===== src/rtl/cnt_serializer_7_3.sv =====
// Count-word to thermometer-frame serializer.
// Each accepted count word c (0..N) becomes one N-bit frame whose bit i is 1 when i < c.
// Frames leave LSB first, one bit per out_valid/out_ready handshake. Words queue in a small
// FIFO so consecutive frames are emitted without bubbles.
//
// Ports:
//   clk        - single clock, rising edge
//   rst        - synchronous active-high reset
//   in_valid   - count word offered
//   in_cnt     - ones-count to expand into one frame
//   in_ready   - FIFO can accept a word this cycle (registered state only)
//   out_valid  - out_bit/out_last are valid
//   out_ready  - downstream accepts the current bit
//   out_bit    - current serial frame bit
//   out_last   - marks bit index N-1 of a frame
//   frame_vec  - thermometer image of the frame being sent (holds after the frame ends)
//   fifo_level - entries held in the FIFO
module cnt_serializer_7_3 #(
  parameter int unsigned CNT_W = 3,
  parameter int unsigned N     = 7,
  parameter int unsigned DEPTH = 4,
  localparam int unsigned LVL_W = $clog2(DEPTH + 1),
  localparam int unsigned PTR_W = $clog2(DEPTH)
) (
  input  logic             clk,
  input  logic             rst,
  input  logic             in_valid,
  input  logic [CNT_W-1:0] in_cnt,
  output logic             in_ready,
  output logic             out_valid,
  input  logic             out_ready,
  output logic             out_bit,
  output logic             out_last,
  output logic [N-1:0]     frame_vec,
  output logic [LVL_W-1:0] fifo_level
);

  localparam logic [CNT_W-1:0] IdxLast = CNT_W'(N - 1);

  typedef enum logic [0:0] {StIdle, StShift} state_e;

  state_e             state_q, state_d;
  logic [CNT_W-1:0]   idx_q, idx_d;
  logic [N-1:0]       frame_q, frame_d;
  logic [CNT_W-1:0]   mem_q [DEPTH];
  logic [PTR_W-1:0]   wr_ptr_q, rd_ptr_q;
  logic [LVL_W-1:0]   level_q, level_d;

  logic             push, pop, beat, last_beat;
  logic [CNT_W-1:0] head;

  // in_ready depends only on the registered level: a full FIFO refuses a word even when a
  // pop happens on the same edge.
  assign in_ready   = (level_q < LVL_W'(DEPTH));
  assign push       = in_valid && in_ready;
  assign head       = mem_q[rd_ptr_q];
  assign beat       = (state_q == StShift) && out_ready;
  assign last_beat  = beat && (idx_q == IdxLast);
  // Pop when idle with data waiting, or on the final accepted beat so the next frame
  // starts on the following cycle without a gap.
  assign pop        = (level_q != '0) && ((state_q == StIdle) || last_beat);
  assign fifo_level = level_q;
  assign frame_vec  = frame_q;

  always_comb begin
    state_d = state_q;
    idx_d   = idx_q;
    frame_d = frame_q;
    if (pop) begin
      state_d = StShift;
      idx_d   = '0;
      for (int unsigned i = 0; i < N; i++) begin
        frame_d[i] = (i < 32'(head));
      end
    end else if (last_beat) begin
      state_d = StIdle;
      idx_d   = '0;
    end else if (beat) begin
      idx_d = idx_q + CNT_W'(1);
    end
  end

  always_comb begin
    level_d = level_q;
    if (push && !pop) begin
      level_d = level_q + LVL_W'(1);
    end else if (pop && !push) begin
      level_d = level_q - LVL_W'(1);
    end
  end

  always_comb begin
    out_valid = 1'b0;
    out_bit   = 1'b0;
    out_last  = 1'b0;
    if (state_q == StShift) begin
      out_valid = 1'b1;
      out_bit   = frame_q[idx_q];
      out_last  = (idx_q == IdxLast);
    end
  end

  always_ff @(posedge clk) begin
    if (rst) begin
      state_q  <= StIdle;
      idx_q    <= '0;
      frame_q  <= '0;
      wr_ptr_q <= '0;
      rd_ptr_q <= '0;
      level_q  <= '0;
    end else begin
      state_q <= state_d;
      idx_q   <= idx_d;
      frame_q <= frame_d;
      level_q <= level_d;
      if (push) begin
        wr_ptr_q <= wr_ptr_q + PTR_W'(1);
      end
      if (pop) begin
        rd_ptr_q <= rd_ptr_q + PTR_W'(1);
      end
    end
  end

  // Storage needs no reset: an entry is only read after it has been written.
  always_ff @(posedge clk) begin
    if (!rst && push) begin
      mem_q[wr_ptr_q] <= in_cnt;
    end
  end

endmodule


===== config.mk =====
export PLATFORM = sky130hd
export DESIGN_NAME = cnt_serializer_7_3
export DESIGN_NICKNAME = d
export VERILOG_FILES = /design/src/rtl/cnt_serializer_7_3.sv
export SDC_FILE = /design/constraint.sdc
export NUM_CORES = 1
export LEC_CHECK = 0
export BUFFER_PORTS_ARGS = -buffer_cell sky130_fd_sc_hd__clkbuf_2
export CELL_PAD_IN_SITES_DETAIL_PLACEMENT = 0
export CELL_PAD_IN_SITES_GLOBAL_PLACEMENT = 1
export CORE_MARGIN = 3
export CORE_UTILIZATION = 41
export CTS_BUF_LIST = sky130_fd_sc_hd__clkbuf_4
export DETAILED_ROUTE_END_ITERATION = 7
export PLACE_DENSITY = 0.72
export SYNTH_ARGS = -nofsm -noshare
export SYNTH_HDL_FRONTEND = slang
export SYNTH_SLANG_ARGS = --single-unit

===== constraint.sdc =====
create_clock -name clk -period 2.6 [get_ports clk]
set_input_delay 0.13 -clock clk [delete_from_list [all_inputs] [get_ports clk]]
set_output_delay 0.13 -clock clk [all_outputs]
set_load 0.05 [all_outputs]

; ---- Word level (Yosys, flattened, before mapping)
; Memory sizes are Yosys's and may differ from the RTL's. A register that Yosys moved wholly into a read port is not among the register bits.
; Index checks and enable logic that the tools add are counted.
[classes]
add_sub_neg = 5
multipliers = 0
n_div = 0
n_lt_le_gt_ge = 9
eq_ne = 1
shifts = 0
mux = 13
n_bitwise = 1
n_reduce_logical = 15
[op_table]
columns = operator, n
row1 = "3-bit less-than comparator, first input constant", 3
row2 = 1-bit 2-to-1 mux, 8
row3 = 1-bit logical AND, 7
row4 = "3-bit by 1-bit adder with 3-bit output, second input constant", 2
row5 = "1-bit by 3-bit less-than comparator with 1-bit output, first input constant", 2
row6 = "2-bit by 3-bit less-than comparator with 1-bit output, first input constant", 2
row7 = 3-bit 2-to-1 mux, 2
row8 = "2-bit by 1-bit adder with 2-bit output, second input constant", 2
row9 = "3-bit by 4-bit less-than comparator with 1-bit output, second input constant", 1
row10 = 2-bit 2-to-1 mux, 2
row11 = 2-bit nonzero test, 2
row12 = 1-bit binary-select mux with 3-bit select, 1
row13 = "3-bit equality test, second input constant", 1
row14 = 1-bit zero test, 3
row15 = "3-bit less-than comparator, second input constant", 1
row16 = 3-bit nonzero test, 1
row17 = 3-bit OR reduction, 1
row18 = "3-bit by 1-bit subtractor with 3-bit output, second input constant", 1
row19 = 1-bit logical OR, 1
row20 = 1-bit inverter, 1
[word_totals]
regBits = 18
latchBits = 0
ram_bits = 12
mem_bits_ro = 0
input_bits = 7
output_inout_bits = 14
word_cells = 51
n_memories = 1
[mem_list]
columns = memory, depth, width, rd, rd_clocked_by_memory_dff, write_ports, line_no
row1 = mem_q, 4, 3, 1, 1, 1, 45  ; logic [CNT_W-1:0] mem_q [DEPTH];

; ---- Logic depth before layout (Yosys ltp)
[logic_depth]
depth_word = 7
ltp_mapped = 13
mapped_depth_nobuf = 11

; ---- Worst setup path before layout
; No wires, ideal clock.
[synth_path]
path_kind = reg2reg
from = register idx_q[0]
to = register level_q[2], in the netlist fifo_level[2]
setup_ns = 0.071
t_arrival_ns = 2.465
required_time_ns = 2.529
slack_ns = 0.064
path_stages_with_launch = 14
period_less_slack_ns = 2.536
cell_sequence = dfxtp_1 -> clkbuf_1 -> inv_1 -> ha_1 -> nand3_1 -> a21oi_1 -> inv_1 -> buf_2 -> ha_1 -> inv_1 -> fa_1 -> xor2_1 -> or3_1 -> a21oi_1
[synth_between]
elab_chain_len = 7
elab_cells_between_ends = 9
[synth_rtl]
columns = item, line_no
row1 = start: declaration, 43  ; logic [CNT_W-1:0] idx_q, idx_d;
row2 = start signal: assignment, 113  ; idx_q <= idx_d;
row3 = 3-bit equality test (*), 58  ; assign last_beat = beat && (idx_q == IdxLast);
row4 = 1-bit logical AND (*), 58
row5 = 1-bit logical OR (*), 61  ; assign pop = (level_q != '0) && ((state_q == StIdle) || last_beat);
row6 = 1-bit logical AND (*), 61
row7 = 1-bit zero test, 85  ; if (push && !pop) begin
row8 = 1-bit logical AND, 85
row9 = 3-bit 2-to-1 mux or 2-bit nonzero test (tied branches), --
row10 = end signal: assignment, 115  ; level_q <= level_d;
row11 = end: declaration, 47  ; logic [LVL_W-1:0] level_q, level_d;
; Every way passes the cells marked *; elsewhere a longest branch is shown, timed or not.
; A chain may end at the register's enable or synchronous reset.

; ---- Worst setup path after layout
; Ends and elaborated chain as after synthesis.

==> key figures <==
Status
  • Result of the run: finished, final reports clean

Setup path
  • Critical path data required time: 2.87 ns
  • Worst Setup Start Kind: flop
  • Delay-heaviest family, CP: adder cells
  • Critical path's slowest cell: fa_1
  • Crit path capture type: flop
  • CP Depth: 11
  • Highest fanout seen on the critical path: 5
  • Number of buffers and inverters on the critical path: 3
  • Arrival time of the worst setup path: 2.51 ns
  • Type of the worst setup path: reg2reg
  • Most repeated library cell on the critical path: inv_1
  • Cell-by-cell listing of the critical path: inv_1, ha_1, nand3_1, a21oi_1, inv_1, ha_1, inv_1, fa_1, xor2_1, or3_1, a21oi_1
  • Highest cell delay on the worst timing path: ~0.37 ns
  • Register-to-Register Path Depth: 11

Place
  • Count of buffers inserted at the top-level ports: 20
  • Placed Instance Area: about 0.0016 mm2
  • Detail Placement HPWL: between 1500 and 2000 um
  • Global placer's final weighted congestion: 0.731

STA
  • Number of slew-limit violations in the final report: 0
  • Sum Neg Setup Slack: 0 ns
  • Worst Skew: ~0.0073 ns
  • Count of final hold-check violations: 0
  • Final setup viols: 0
  • Max transition margin: a little under three quarters
  • Worst Tran Pin Value: between 0.4 and 0.5 ns
  • Final worst path period need: 2.24 ns
  • Share of the clock period used by the worst path after layout: a little under nine tenths
  • Upper clock frequency limit: around 450 MHz
  • Unrepaired setup endpoints after global routing: no
  • Worst Hold Margin: 0.107 ns

Clocking
  • Post-CTS repair timing setup buffer count: 0
  • Total number of clock tree sinks: 32
  • Post-CTS clock slew at the launch and capture registers of the worst setup and hold paths: around 0.1 ns
  • TritonCTS clock tree: built
  • Root buffer cell: clkbuf_4
  • Inserted Clock Buffers: 5
  • Clock buffer depth: 2
  • CTS H-Tree Depth: 2
  • Source-to-sink clock delay at the later pin of the worst-skew pair: roughly 0.33 ns

Cells and area
  • Antenna Cells: 0
  • Total number of nets in the final design: approximately 170
  • Area added between synthesis and finish: 18.6%
  • Layout cells sized above 1: a little under a quarter
  • Total non-filler cell area in the finished layout: 0.00167 mm2

Route
  • Avg WL per Cell: between 10 and 15 um
  • Number of antenna-violating nets in the routed design: 0
  • Overall routed net length: approximately 2600 um
  • Post-detailed-route via-to-cell ratio: about 5
  • Remaining design rule violation count: 0
  • DR iter-0 viols: 47
  • Via count of the routed design: 981
  • TritonRoute pass-1 iters: 4

Yosys
  • Syn avg cell area: 11.1 um2
  • Net count of the mapped netlist: about 140
  • Warnings from Yosys: 0
  • Netlist area before placement: between 0.001 and 0.0015 mm2
  • Sequential-to-total area share from yosys stat: 54.1%
  • Unique masters post-synth: 31
  • Number of instances in the synthesized netlist: ~130
  • Post-synthesis register bit count: 32

Floorplan
  • Vert. Die Dim: 64.5 um
  • Initial standard-cell utilization of the core: 44.6%
  • Io pins: 21
  • Core box area: about 0.0032 mm2
  • Overall die area: 0.00417 mm2
  • Std cell rows: 20
  • Floorplan die width: ~65 um

Power and ir drop
  • Power per Cell Area: approximately 1100 mW/mm2
  • Clock share of power: roughly a fifth
  • Reported leakage power: between 0.0006 and 0.0007 uW
  • Register share of total power: 38.1%
  • Sw Share: about two fifths
  • Combinational group share of total power: a little over two fifths
  • Sw Pwr: 778 uW
  • Cell-internal power: 1080 uW
  • IR Drop Worst-Case VDD: slightly above 0.6 mV

GRT
  • Total routing resource utilization after global routing: 14.7%
  • Antenna violations before repair: 0
  • Via count of the first global-routing pass: slightly below 1k
  • Wire length of the first global-routing pass: ~4500 um
  • Total overflow reported by the global router: 0
  • Maximum number of pins on one net before global-route repair: 21

Flow run
  • Number of max-cap violations: 0

Worst hold path
  • HP Class: in2reg
  • Cell depth of the worst hold path: 3
-- routing by layer --
metal  share of wire, %  vias to the layer above  global-route usage, %
li1                   -                      502                      -
met1                 47                      451                   17.7
met4                1.8                        0                   10.3
met5                  0                        -                      0
met3                5.0                        5                   4.16
met2                 46                       23                   22.7
-- cell families (layout without fill, tap and decap cells) --
group                    Yosys count  count (layout)  synth area share, %
AND/OR/NAND/NOR                   42              42                 14.8
flip-flops                        32              32                 54.1
AO/OA/AOI/OAI                     23              23                 9.71
buffers and inverters             13              41                 3.74
adder cells (fa/ha/maj)            8               8                 7.66
multiplexers                       6               6                 8.10
XOR/XNOR                           3               3                 1.87
-- state kept, by name, indices dropped and copies added (netlist names), named ones only --
name        cells
state_q         1
mem_q          12
fifo_level      3
rd_ptr_q        2
idx_q           3
frame_vec       7
wr_ptr_q        2
-- power groups by stage --
stage / Sequential [uW] / Combinational [uW] / Clock, uW
floorplan: 907 / 405 / 0
global placement: 720 / 766 / 0
detailed placement: 724 / 771 / 0
CTS: 712 / 780 / 392
global route: 727 / 845 / 414
finish: 710 / 775 / 377
-- path summary, 6_finish.rpt --
kind | startpoint | end | slack (ns)
hold / removal | out_ready | idx_q[2]$_SDFFE_PP0P_ | 0.11
hold reg to reg | rd_ptr_q[0]$_SDFFE_PP0P_ | rd_ptr_q[0]$_SDFFE_PP0P_ | 0.48
setup reg to reg | idx_q[0]$_SDFFE_PP0P_ | fifo_level[2]$_SDFFE_PP0P_ | 0.36
setup / recovery | idx_q[0]$_SDFFE_PP0P_ | fifo_level[2]$_SDFFE_PP0P_ | 0.36
-- cell type report --
cell class | instances | area (um2)
fill | 314 | 1490
tap | 44 | 55.1
sequential | 32 | 761
multi-input combinational | 82 | 592
clock inverter | 3 | 42.5
clock buffer | 5 | 37.5
timing repair buffer | 26 | 153
inverter | 7 | 26.3
-- cells in the final DEF (no fill, tap or decap) --
cell	instances
dfxtp_1	20
clkbuf_2	20
a21oi_1	13
edfxtp_1	12
nand2_1	11
nor2_1	10
inv_1	7
ha_1	7
nor3_1	6
clkbuf_4	5
and2_1	4
a211oi_1	4
mux4_2	3
o21ai_0	3
dlygate4sd3_1	3
buf_4	3
nor2b_1	2
nand3_1	2
mux2i_1	2
or3_1	2
xor2_1	2
and3_1	1
o221ai_1	1
o211a_1	1
and2_2	1
mux4_1	1
o211ai_1	1
nand4b_1	1
xnor2_1	1
or2_1	1
nor3_2	1
fa_1	1
clkinvlp_4	1
bufinv_16	1
clkinv_2	1
-- metrics by stage --
| step | utilization (%) | setup WS [ns] | total power (uW) | cells |
|---|---|---|---|---|
| global placement | 49.4 | 0.491 | 1490 | 188 |
| floorplan | - | 0.0645 | 1310 | 127 |
| finish | 52.9 | 0.362 | 1860 | 199 |
| detailed placement | 49.4 | 0.417 | 1490 | 188 |
| global route | 52.9 | 0.210 | 1990 | 199 |
| CTS | 52.9 | 0.368 | 1880 | 199 |
-- synth_stat cells --
| cell type | count | area (um2) |
|---|---|---|
| mux2i_1 | 2 | 20.0 |
| nand3_1 | 2 | 10.0 |
| nor3_2 | 1 | 10.0 |
| o211a_1 | 1 | 10.0 |
| clkbuf_1 | 2 | 7.51 |
| nor3_1 | 6 | 30.0 |
| or3_1 | 2 | 12.5 |
| mux4_1 | 1 | 26.3 |
| o21ai_0 | 3 | 15.0 |
| fa_1 | 1 | 20.0 |
| nor2b_1 | 2 | 12.5 |
| o211ai_1 | 1 | 7.51 |
| xnor2_1 | 1 | 8.76 |
| nand2_1 | 11 | 41.3 |
| inv_1 | 7 | 26.3 |
| ha_1 | 7 | 87.6 |
| a21oi_1 | 13 | 65.1 |
| and2_2 | 1 | 7.51 |
| buf_1 | 1 | 3.75 |
| a211oi_1 | 4 | 30.0 |
| o221ai_1 | 1 | 8.76 |
| or2_1 | 1 | 6.26 |
| nand4b_1 | 1 | 8.76 |
| dfxtp_1 | 20 | 400 |
| xor2_1 | 2 | 17.5 |
| buf_2 | 3 | 15.0 |
| edfxtp_1 | 12 | 360 |
| nor2_1 | 10 | 37.5 |
| and2_1 | 4 | 25.0 |
| and3_1 | 1 | 6.26 |
| mux4_2 | 3 | 67.6 |
-- tightest hold or removal path: stages --
cell	delay [ns]
clkbuf_2	0.11
nand4b_1	0.09
a211oi_1	0.06
-- repair_timing --
action,in CTS,in global routing
hold endpoints to repair,12,0
resized for setup,0,0
hold buffers,3,0
Power figures use the tool's default switching activity.
